File: config.mk
export PLATFORM = sky130hd
export DESIGN_NAME = serial_sub
export DESIGN_NICKNAME = d
export VERILOG_FILES = /design/src/rtl/serial_sub_pkg.sv /design/src/rtl/serial_sub_full_sub.sv /design/src/rtl/serial_sub.sv
export SDC_FILE = /design/constraint.sdc
export NUM_CORES = 1
export LEC_CHECK = 0
export BUFFER_PORTS_ARGS = -buffer_cell sky130_fd_sc_hd__buf_4
export CORE_AREA = 2 2 46 48
export CTS_CLUSTER_DIAMETER = 120
export CTS_CLUSTER_SIZE = 24
export DETAILED_ROUTE_END_ITERATION = 6
export DIE_AREA = 0 0 48 50
export PLACE_DENSITY = 0.73
export REMOVE_ABC_BUFFERS = 1
export SETUP_SLACK_MARGIN = 0.3
export SLEW_MARGIN = 20
export SYNTH_ARGS = -nofsm -noshare
export SYNTH_HDL_FRONTEND = slang
export SYNTH_SLANG_ARGS = --single-unit
File: constraint.sdc
create_clock -name clk -period 1.55 [get_ports clk]
set_clock_uncertainty 0.15 [all_clocks]
set_input_delay 0.2325 -clock clk [delete_from_list [all_inputs] [get_ports clk]]
set_output_delay 0.2325 -clock clk [all_outputs]
set_load 0.02 [all_outputs]
File: src/rtl/serial_sub_pkg.sv
// Shared types and constants for the bit-serial subtractor.
package serial_sub_pkg;

    typedef enum logic [1:0] {
        IDLE  = 2'd0,
        SHIFT = 2'd1,
        DONE  = 2'd2
    } state_t;

    localparam int SERIAL_SUB_WIDTH_DEF = 4;

    // Bits needed to count 0..width-1; never narrower than one bit.
    function automatic int cnt_width(input int width);
        return (width <= 1) ? 1 : $clog2(width);
    endfunction

endpackage

File: src/rtl/serial_sub_full_sub.sv
// Combinational 1-bit full subtractor: d = a - b - bi, bo is the borrow out.
module full_sub (
    input  logic a,
    input  logic b,
    input  logic bi,
    output logic d,
    output logic bo
);

    // Difference bit and borrow-out for one bit position.
    always_comb begin
        d  = a ^ b ^ bi;
        bo = (~a & b) | (~(a ^ b) & bi);
    end

endmodule

File: src/rtl/serial_sub.sv
// Bit-serial subtractor: computes ina - inb - bin LSB first over WIDTH cycles
// behind a start/done handshake.
// Optional macro SERIAL_SUB_SAT_EN: when defined, a final borrow forces diff to 0
// (saturating subtract); bout still reports the borrow.
module serial_sub
    import serial_sub_pkg::*;
#(
    parameter int WIDTH = SERIAL_SUB_WIDTH_DEF
) (
    input  logic             clk,
    input  logic             rst_n,
    input  logic             start,
    input  logic [WIDTH-1:0] ina,
    input  logic [WIDTH-1:0] inb,
    input  logic             bin,
    output logic             busy,
    output logic             done,
    output logic [WIDTH-1:0] diff,
    output logic             bout
);

    localparam int CW = cnt_width(WIDTH);

    state_t           state;
    state_t           state_n;
    logic [WIDTH-1:0] a_sr;
    logic [WIDTH-1:0] b_sr;
    logic [WIDTH-1:0] d_sr;
    logic [WIDTH-1:0] d_next;
    logic [CW-1:0]    cnt;
    logic             brw;
    logic             brw_n;
    logic             d_bit;
    logic             last;

    full_sub u_full_sub (
        .a  (a_sr[0]),
        .b  (b_sr[0]),
        .bi (brw),
        .d  (d_bit),
        .bo (brw_n)
    );

    assign last = (cnt == CW'(WIDTH - 1));

    // The new difference bit enters at the MSB; a 1-bit result is just that bit.
    generate
        if (WIDTH == 1) begin : g_w1
            assign d_next = d_bit;
        end else begin : g_wn
            assign d_next = {d_bit, d_sr[WIDTH-1:1]};
        end
    endgenerate

    // State register.
    always_ff @(posedge clk or negedge rst_n) begin
        if (!rst_n) begin
            state <= IDLE;
        end else begin
            state <= state_n;
        end
    end

    // Next state: start is only honoured in IDLE, DONE always returns to IDLE.
    always_comb begin
        state_n = state;
        case (state)
            IDLE:    if (start) state_n = SHIFT;
            SHIFT:   if (last)  state_n = DONE;
            DONE:    state_n = IDLE;
            default: state_n = IDLE;
        endcase
    end

    // Status outputs decode straight from the state flops.
    always_comb begin
        busy = (state == SHIFT);
        done = (state == DONE);
    end

    // Operand capture, serial shifting and the held result registers.
    always_ff @(posedge clk or negedge rst_n) begin
        if (!rst_n) begin
            a_sr <= '0;
            b_sr <= '0;
            d_sr <= '0;
            brw  <= 1'b0;
            cnt  <= '0;
            diff <= '0;
            bout <= 1'b0;
        end else begin
            if (state == IDLE && start) begin
                a_sr <= ina;
                b_sr <= inb;
                brw  <= bin;
                cnt  <= '0;
                d_sr <= '0;
            end else if (state == SHIFT) begin
                a_sr <= a_sr >> 1;
                b_sr <= b_sr >> 1;
                brw  <= brw_n;
                d_sr <= d_next;
                cnt  <= cnt + CW'(1);
                if (last) begin
`ifdef SERIAL_SUB_SAT_EN
                    diff <= brw_n ? '0 : d_next;
`else
                    diff <= d_next;
`endif
                    bout <= brw_n;
                end
            end
        end
    end

endmodule

==> metrics.yaml, run 1 <==
outcome:
  outcome: "finished, violations left"
  violations: "hold timing, setup timing"
final_layout:
  fin_nets: 135
  stdcell_area_mm2: 0.00147
  drive_gt1_share_pct: 65.8
  fin_util_pct: 77.5
  syn_to_final_growth_pct: 58.5
  final_cells: 147
  diodes: 0
sta:
  setup_ws_ns: -0.0492
  worst_pin_slew_ns: 0.307
  drv_slew: 0
  post-route-period-util_pct: 103
  slew_headroom_pct: 79.5
  fin_tns_setup_ns: -0.0570
  hold_slack_ns: -0.000813
  setup_viol: 2
  fmax_ghz: 0.625
  grt_setup_unrepaired: "yes"
  finalHoldViolations: 1
  period_minus_slack_ns: 1.60
placed_design:
  pre_cts_ws_ns: 0.0800
  place_area_mm2: 0.00109
  place_inst: 121
  gp_congestion: 0.715
  port_buffers: 18
  dp_hpwl_mm: 1.24
critical_path:
  critPathCaptureType: "output pin"
  cp_max_fo: 4
  r2r_end: "diff[1]$_DFFE_PN0P_"
  r2r_start: "state[1]$_DFFE_PN0P_"
  criticalPathCategory: "flip-flop to output pin"
  critPathLaunch: "state[1]$_DFFE_PN0P_"
  reg2reg_slack_ns: 0.01
  start_kind: "flip-flop"
  cp.required_ns: 1.17
  r2r_cells: 4
  cp-endpoint: "busy"
  cp_data_arrival_time_ns: 1.22
power:
  max-vdd-ir-drop_uv: 1280
  power_density_mw_per_mm2: 2150
  p_leak_nw: 0.695
route:
  drc: 0
  final_antenna_net_count: 0
  viasPerCell: 5.39
  totalWireLength_mm: 2.29
  drtIter0Drc: 10
  num_vias: 793
  first_pass_iters: 4
  wl_per_cell_um: 15.6
yosys:
  async_flop_share_pct: 100
  synth-seq-area-share_pct: 56.5
  synth_seq_cells: 21
  synth_cell_types: 25
  synthCells: 77
  synth-edff-count: 0
  ys.flop_type: "dfrtp_1"
  syn_avg_cell_area_um2: 12.1
  ys_warn_count: 0
  syn_area_um2: 930
global_route:
  antenna_found_initial: 0
  use_met3_pct: 3.30
  grt_pass1_wl_mm: 3.27
  gr-total-overflow: 0
  grt_start_max_net_pins: 22
  top_usage_layer: "met2"
  grt_pass1_vias: 723
  use_met2_pct: 29.1
  grt.total_usage_pct: 18.9
  grtUsageMet1_pct: 26.2
flow_run:
  cap_violations: 0
clocking:
  cts_buffers: 3
  insertion_delay_ns: 0.31
  htreeDepth: 1
  cts_tree: "done"
  cts_max_path_buffers: 2
  cts-root-buf: "clkbuf_4"
  clock_sinks: 21
  path_clk_slew_ns: 0.13
die:
  pin_count: 19
  die_y_um: 50
  core_area_mm2: 0.00190
  die_area_mm2: 0.00240
  fp.dieW_um: 48
  fp-row-count: 16
  start_util_pct: 48.9
worst_hold_path:
  holdCritPathClass: "primary input to flip-flop"
## where the power goes
part	total (mW)	leakage (nW)	internal [mW]	switching (mW)
clock	0.271	0.0177	0.0962	0.175
sequential	1.02	0.256	0.799	0.220
combinational	1.88	0.422	1.07	0.815
total	3.17	0.695	1.96	1.21
## per-layer routing
metal	share of wire (%)	vias to the layer above	routed length, um
met1	43	399	981
met2	53	18	1220
met5	0	-	0
li1	-	372	-
met4	1.1	0	25
met3	3.0	4	68
## Yosys cell counts, drive strengths merged, types with 2 or more instances
master | count | area, um2
mux2 | 4 | 45.0
a2bb2oi | 2 | 17.5
a22o | 4 | 35.0
buf | 2 | 12.5
dfrtp | 21 | 526
o21ai | 4 | 23.8
a21oi | 6 | 30.0
o22ai | 10 | 62.6
inv | 6 | 25.0
nand2b | 3 | 21.3
nor2 | 4 | 15.0
nand2 | 2 | 7.51
## cells by family after synthesis
kind of cell / after synthesis / synth area share, %
simple gates: 13 / 9.42
buf+inv: 8 / 4.04
flops: 21 / 56.5
mux: 4 / 4.84
compound gates: 29 / 21.7
fa+ha+maj: 2 / 3.50
## worst max-delay path: stages (launching register included)
cell and delay, ns:
dfrtp_2 0.47, or2b_4 0.28, clkinv_4 0.05, buf_6 0.10
## state kept, by name, summed over array words and instances, names as in the netlist
register / cells
b_sr: 4
diff: 4
cnt: 2
d_sr: 3
a_sr: 4
bout: 1
state: 2
brw: 1
## layout by cell type, fill, tap and decap left out, types with 2 or more instances in the layout
master	netlist	layout
clkinvlp_4	0	2
nand2b_4	0	2
a21oi_2	0	4
nand2_1	2	2
nor2_2	0	3
a22o_1	4	4
dfrtp_1	21	20
clkbuf_4	0	3
o22ai_2	0	4
o22ai_1	10	5
a21oi_1	6	2
mux2_4	0	4
buf_6	0	12
buf_4	1	28
inv_2	0	2
o21ai_1	0	2
## stage by stage
step                hold WS (ns)  total power, mW
global route              0.0270             3.38
detailed placement       -0.0216             2.05
finish                 -0.000813             3.17
CTS                       0.0255             2.64
global placement         -0.0225             2.02
floorplan                 -0.213             1.71
## area by class of cell
| cell class | instances | area [um2] |
|---|---|---|
| flip-flops and latches | 21 | 527 |
| multi-input cells | 48 | 495 |
| fillers | 128 | 428 |
| repair buffers | 41 | 355 |
| inverters | 6 | 35.0 |
| well taps | 27 | 33.8 |
| clock buffers | 3 | 22.5 |
| clock inverters | 1 | 5.00 |
## worst min-delay path by stage
| stage | end | slack, ns | from | depth (start not counted) |
|---|---|---|---|---|
| after global placement | diff[0]$_DFFE_PN0P_ | -0.02 | rst_n | 1 |
| final | a_sr[3]$_DFFE_PN0P_ | -0.0008 | ina[3] | 3 |
| after floorplan | a_sr[0]$_DFFE_PN0P_ | -0.21 | rst_n | 0 |
| after CTS | b_sr[3]$_DFFE_PN0P_ | 0.03 | inb[3] | 2 |
| after global routing | a_sr[3]$_DFFE_PN0P_ | 0.03 | ina[3] | 3 |
| after detailed placement | diff[0]$_DFFE_PN0P_ | -0.02 | rst_n | 1 |
## timing repair
item | in CTS | in global routing
hold endpoints to repair | 21 | 0
hold buffers | 1 | 0
pin swaps | 3 | 4
gates resized for setup | 17 | 32
setup endpoints to repair | 20 | 26
buffers inserted | 9 | 12
No activity file was read; power rests on OpenSTA's default activity.
==> inputs of run 2 (changes only) <==
TNS_END_PERCENT = 20   (was default)
==> metrics.yaml, run 2 (synthesis gave the netlist of run 1 again) <==
placed_design:
  dp_hpwl_mm: 1.24
  place_inst: 121
  pre_cts_ws_ns: 0.0800
  port_buffers: 18
  gp_congestion: 0.715
die:
  start_util_pct: 48.9
  die_area_mm2: 0.00240
  fp.dieW_um: 48
  die_y_um: 50
  pin_count: 19
  fp-row-count: 16
  core_area_mm2: 0.00190
clocking:
  cts_tree: "done"
  insertion_delay_ns: 0.30
  cts_buffers: 3
  path_clk_slew_ns: 0.12
  cts_max_path_buffers: 2
  clock_sinks: 21
  cts-root-buf: "clkbuf_4"
  htreeDepth: 1
critical_path:
  cp.required_ns: 1.17
  critPathCaptureType: "output pin"
  cp_max_fo: 4
  criticalPathCategory: "flip-flop to output pin"
  r2r_start: "state[1]$_DFFE_PN0P_"
  start_kind: "flip-flop"
  cp_data_arrival_time_ns: 1.21
  reg2reg_slack_ns: 0.02
  r2r_end: "diff[3]$_DFFE_PN0P_"
  r2r_cells: 4
route:
  viasPerCell: 5.38
  final_antenna_net_count: 0
  wl_per_cell_um: 14.9
  drtIter0Drc: 24
  totalWireLength_mm: 2.10
  first_pass_iters: 4
  num_vias: 758
  drc: 0
final_layout:
  n_fill_cell: 149
  final_common_cell: "buf_4"
  final_cells: 141
  syn_to_final_growth_pct: 46.4
  fin_nets: 129
  final_cell_mix: "24 x buf_4, 20 x dfrtp_1, 10 x buf_6, 8 x o22ai_1"
  largestRegisters: "a_sr (4), b_sr (4), diff (4)"
  diodes: 0
  drive_gt1_share_pct: 55.3
sta:
  post-route-period-util_pct: 103
  period_minus_slack_ns: 1.60
  setup_viol: 1
  fmax_ghz: 0.626
  grt_setup_unrepaired: "yes"
  slew_headroom_pct: 81.2
  setup_ws_ns: -0.0464
  finalHoldViolations: 0
  drv_slew: 0
  worst_pin_slew_ns: 0.283
worst_hold_path:
  hold_start: "inb[3]"
  hold_depth: 2
  hold_end: "b_sr[3]$_DFFE_PN0P_"
  holdCritPathClass: "primary input to flip-flop"
global_route:
  grt_start_max_net_pins: 22
  antenna_found_initial: 0
  grt_pass1_vias: 720
  gr-total-overflow: 0
  grt_pass1_wl_mm: 3.26
  grt.total_usage_pct: 18.7
power:
  power_density_mw_per_mm2: 2120
  p_leak_nw: 0.649
  max-vdd-ir-drop_uv: 1080
outcome:
  violations: "setup timing"
  outcome: "finished, violations left"
flow_run:
  cap_violations: 0
==> run 2: changes by cell type in the layout (fill, tap and decap cells not counted), sizes merged <==
cell	delta
buf	-6
==> run 2: per-stage QoR <==
step                      setup TNS, ns  power (mW)  hold WS, ns  utilization (%)  cell area [um2]
after floorplan                       0        1.71       -0.213                -              917
after global placement                0        2.02      -0.0225             57.5             1090
after detailed placement              0        2.05      -0.0216             57.5             1090
after CTS                       -0.0551        2.61       0.0255             65.6             1250
after global routing             -0.184        3.10       0.0260             71.6             1360
final                           -0.0464        2.89       0.0145             71.6             1360
==> run 2: how the worst max path moves through the flow <==
stage | depth (start not counted) | startpoint | end | slack [ns]
2_1_floorplan | 3 | b_sr[0]$_DFFE_PN0P_ | diff[3]$_DFFE_PN0P_ | 0.13
3_3_place_gp | 3 | b_sr[0]$_DFFE_PN0P_ | diff[3]$_DFFE_PN0P_ | 0.11
3_5_place_dp | 3 | b_sr[0]$_DFFE_PN0P_ | diff[3]$_DFFE_PN0P_ | 0.08
4_1_cts | 3 | state[1]$_DFFE_PN0P_ | busy | -0.03
5_1_grt | 3 | state[1]$_DFFE_PN0P_ | busy | -0.10
6_report | 3 | state[1]$_DFFE_PN0P_ | busy | -0.05
==> run 2: report_power, final <==
group,internal [mW],switching (mW),total (mW),leakage [nW]
registers,0.799,0.203,1.00,0.256
clock network,0.0961,0.169,0.265,0.0177
logic,0.904,0.720,1.62,0.375
total,1.80,1.09,2.89,0.649
==> run 2: area by class of cell <==
class	instances	area, um2	area share [%]
flip-flops and latches	21	527	38.7
multi-input cells	48	435	32.0
repair buffers	35	303	22.2
inverters	6	35.0	2.57
well taps	27	33.8	2.48
clock buffers	3	22.5	1.65
clock inverters	1	5.00	0.368
==> run 2: repair_timing <==
| action | in CTS | in global routing |
|---|---|---|
| hold buffers | 1 | 0 |
| endpoints found under the setup margin | 20 | 26 |
| gates resized for setup | 15 | 19 |
| pin swaps | 4 | 9 |
| setup buffers | 8 | 7 |
| hold endpoints to repair | 21 | 0 |
==> run 2: critical path, stage by stage, from the launching register on <==
cell	delay (ns)
dfrtp_2	0.47
or2b_4	0.28
clkinv_4	0.05
buf_6	0.10
==> run 2: routing by layer <==
layer,up-vias,track usage (%),routed length [um]
li1,359,-,-
met1,368,26.2,901
met2,25,28.7,1070
met3,6,3.30,80
met4,0,5.86,49
met5,-,0,0
==> inputs of run 3 (changes only) <==
ABC_AREA = 1   (was default)
PLACE_DENSITY = default   (was 0.73)
PLACE_DENSITY_LB_ADDON = 0.1   (was default)
SYNTH_HIERARCHICAL = 1   (was default)
==> metrics.yaml, run 3 <==
clocking:
  clock_sinks: 21
  cts_tree: "done"
  cts-root-buf: "clkbuf_4"
  path_clk_slew_ns: 0.11
  cts_max_path_buffers: 2
  htreeDepth: 1
  cts_buffers: 3
  insertion_delay_ns: 0.30
critical_path:
  max_stage_delay_ns: 0.43
  cp_max_fo: 2
  r2r_start: "state[0]$_DFFE_PN0P_"
  cp_data_arrival_time_ns: 1.08
  reg2reg_slack_ns: 0.11
  critPathCaptureType: "output pin"
  crit_top_cell: "buf_6"
  crit_chain: "buf_6 -> nor2_4 -> buf_6"
  r2r_end: "state[1]$_DFFE_PN0P_"
  criticalPathCategory: "flip-flop to output pin"
  cp.required_ns: 1.17
  start_kind: "flip-flop"
  r2r_cells: 5
  slowest_stage: "dfrtp_1"
route:
  drc: 0
  final_antenna_net_count: 0
  totalWireLength_mm: 1.96
  viasPerCell: 4.82
  first_pass_iters: 4
  drtIter0Drc: 17
  wl_per_cell_um: 12.1
  num_vias: 781
yosys:
  synth-seq-area-share_pct: 55.1
  synth_top_area_share_pct: 55.1
  yosysTopAreaCell: "dfrtp_1"
  synth_cell_types: 14
  synth_seq_cells: 21
  synth_most_common_cell: "nand2_1"
  syn_area_um2: 953
  async_flop_share_pct: 100
  ys_warn_count: 6
  ys.flop_type: "dfrtp_1"
  netlist_top_cells_count: "36 x nand2_1, 28 x nand3_1, 21 x dfrtp_1"
  syn_avg_cell_area_um2: 8.99
  synth.area.top_cells: "dfrtp_1 55%, nand3_1 15%, nand2_1 14%"
  synthCells: 106
  synth-edff-count: 0
die:
  fp.dieW_um: 48
  core_area_mm2: 0.00190
  die_y_um: 50
  start_util_pct: 50.1
  die_area_mm2: 0.00240
  pin_count: 19
  fp-row-count: 16
sta:
  finalHoldViolations: 0
  grt_setup_unrepaired: "yes"
  post-route-period-util_pct: 94.4
  worst_pin_slew_ns: 0.323
  fmax_ghz: 0.683
  drv_slew: 0
  hold_slack_ns: 0.0175
  period_minus_slack_ns: 1.46
  fin_tns_setup_ns: 0
  setup_viol: 0
  slew_headroom_pct: 78.4
power:
  finalPower_mw: 2.37
  max-vdd-ir-drop_uv: 1030
  p_leak_nw: 0.639
  power_density_mw_per_mm2: 1940
global_route:
  gr-total-overflow: 0
  antenna_found_initial: 0
  grt.total_usage_pct: 20.3
  grt_pass1_wl_mm: 3.39
  grt_start_max_net_pins: 22
  grt_pass1_vias: 752
outcome:
  outcome: "complete, no violations"
final_layout:
  fin_nets: 150
  fin_util_pct: 64.1
  seq_area_um2: 526
  final_cells: 162
  n_fill_cell: 182
  multiInputGateArea_um2: 372
  largestRegisters: "a_sr (4), b_sr (4), diff (4)"
  drive_gt1_share_pct: 26.7
  final_common_cell: "nand2_1"
  diodes: 0
  syn_to_final_growth_pct: 28.0
  final_cell_mix: "36 x nand2_1, 28 x nand3_1, 22 x buf_4, 21 x dfrtp_1"
worst_hold_path:
  holdCritPathClass: "primary input to flip-flop"
  hold_start: "inb[1]"
  hold_depth: 3
  hold_end: "b_sr[1]$_DFFE_PN0P_"
placed_design:
  dp_hpwl_mm: 1.28
  place_inst: 149
  gp_congestion: 0.733
  port_buffers: 18
flow_run:
  cap_violations: 0
run 3: cell types whose count changed in the layout (fill, tap and decap cells not counted), sizes merged, moves of 6 or more:
| cell | before | now |
|---|---|---|
| a21oi | 6 | 0 |
| buf | 34 | 26 |
| nand2 | 2 | 38 |
| o22ai | 10 | 0 |
| nand3 | 0 | 28 |
run 3: cell families after synthesis:
kind of cell	after synthesis	synth area share, %
simple gates	71	33.7
flops	21	55.1
compound gates	2	1.05
buf+inv	10	6.69
fa+ha+maj	2	3.41
run 3: area by class of cell:
class                   count  area share (%)
clock buffers               4            2.15
well taps                  27            2.77
multi-input cells          75            30.5
inverters                   6            1.85
repair buffers             29            19.7
flip-flops and latches     21            43.1
run 3: what timing repair did:
item / CTS / global route
setup buffers: 5 / 1
hold buffers: 3 / 0
endpoints found under the setup margin: 14 / 28
hold endpoints to repair: 23 / 0
resized for setup: 7 / 0
pin swaps: 1 / 2
run 3: worst max path at each step:
stage | startpoint | endpoint | slack [ns]
floorplan | state[0]$_DFFE_PN0P_ | diff[3]$_DFFE_PN0P_ | 0.24
global placement | a_sr[0]$_DFFE_PN0P_ | d_sr[3]$_DFFE_PN0P_ | 0.24
detailed placement | a_sr[0]$_DFFE_PN0P_ | d_sr[3]$_DFFE_PN0P_ | 0.25
CTS | state[0]$_DFFE_PN0P_ | busy | 0.09
global route | state[0]$_DFFE_PN0P_ | done | 0.04
finish | state[0]$_DFFE_PN0P_ | done | 0.09
run 3: power breakdown:
part	internal [mW]	total (mW)	switching, mW
combinational	0.511	1.17	0.662
clock	0.101	0.264	0.163
sequential	0.784	0.931	0.147
run 3: metal layers:
layer  vias up  track usage, %  part of all wire, %
met2        20            29.1                   48
met5         -               0                    0
met1       359            28.3                   46
met4         0            9.46                  2.6
met3         5            4.40                  3.2
li1        397               -                    -
run 3: metrics by stage:
stage / worst slack, ns / instance area (um2)
after CTS: 0.0947 / 1210
after detailed placement: 0.253 / 1100
after global routing: 0.0398 / 1220
final: 0.0861 / 1220
after floorplan: 0.240 / 912
after global placement: 0.244 / 1100
run 3: critical path, delay by kind of cell (launching register included):
kind	cells	cell delay (ns)
buffers and inverters	2	0.25
and+or+nand+nor	1	0.10
DFF	1	0.43
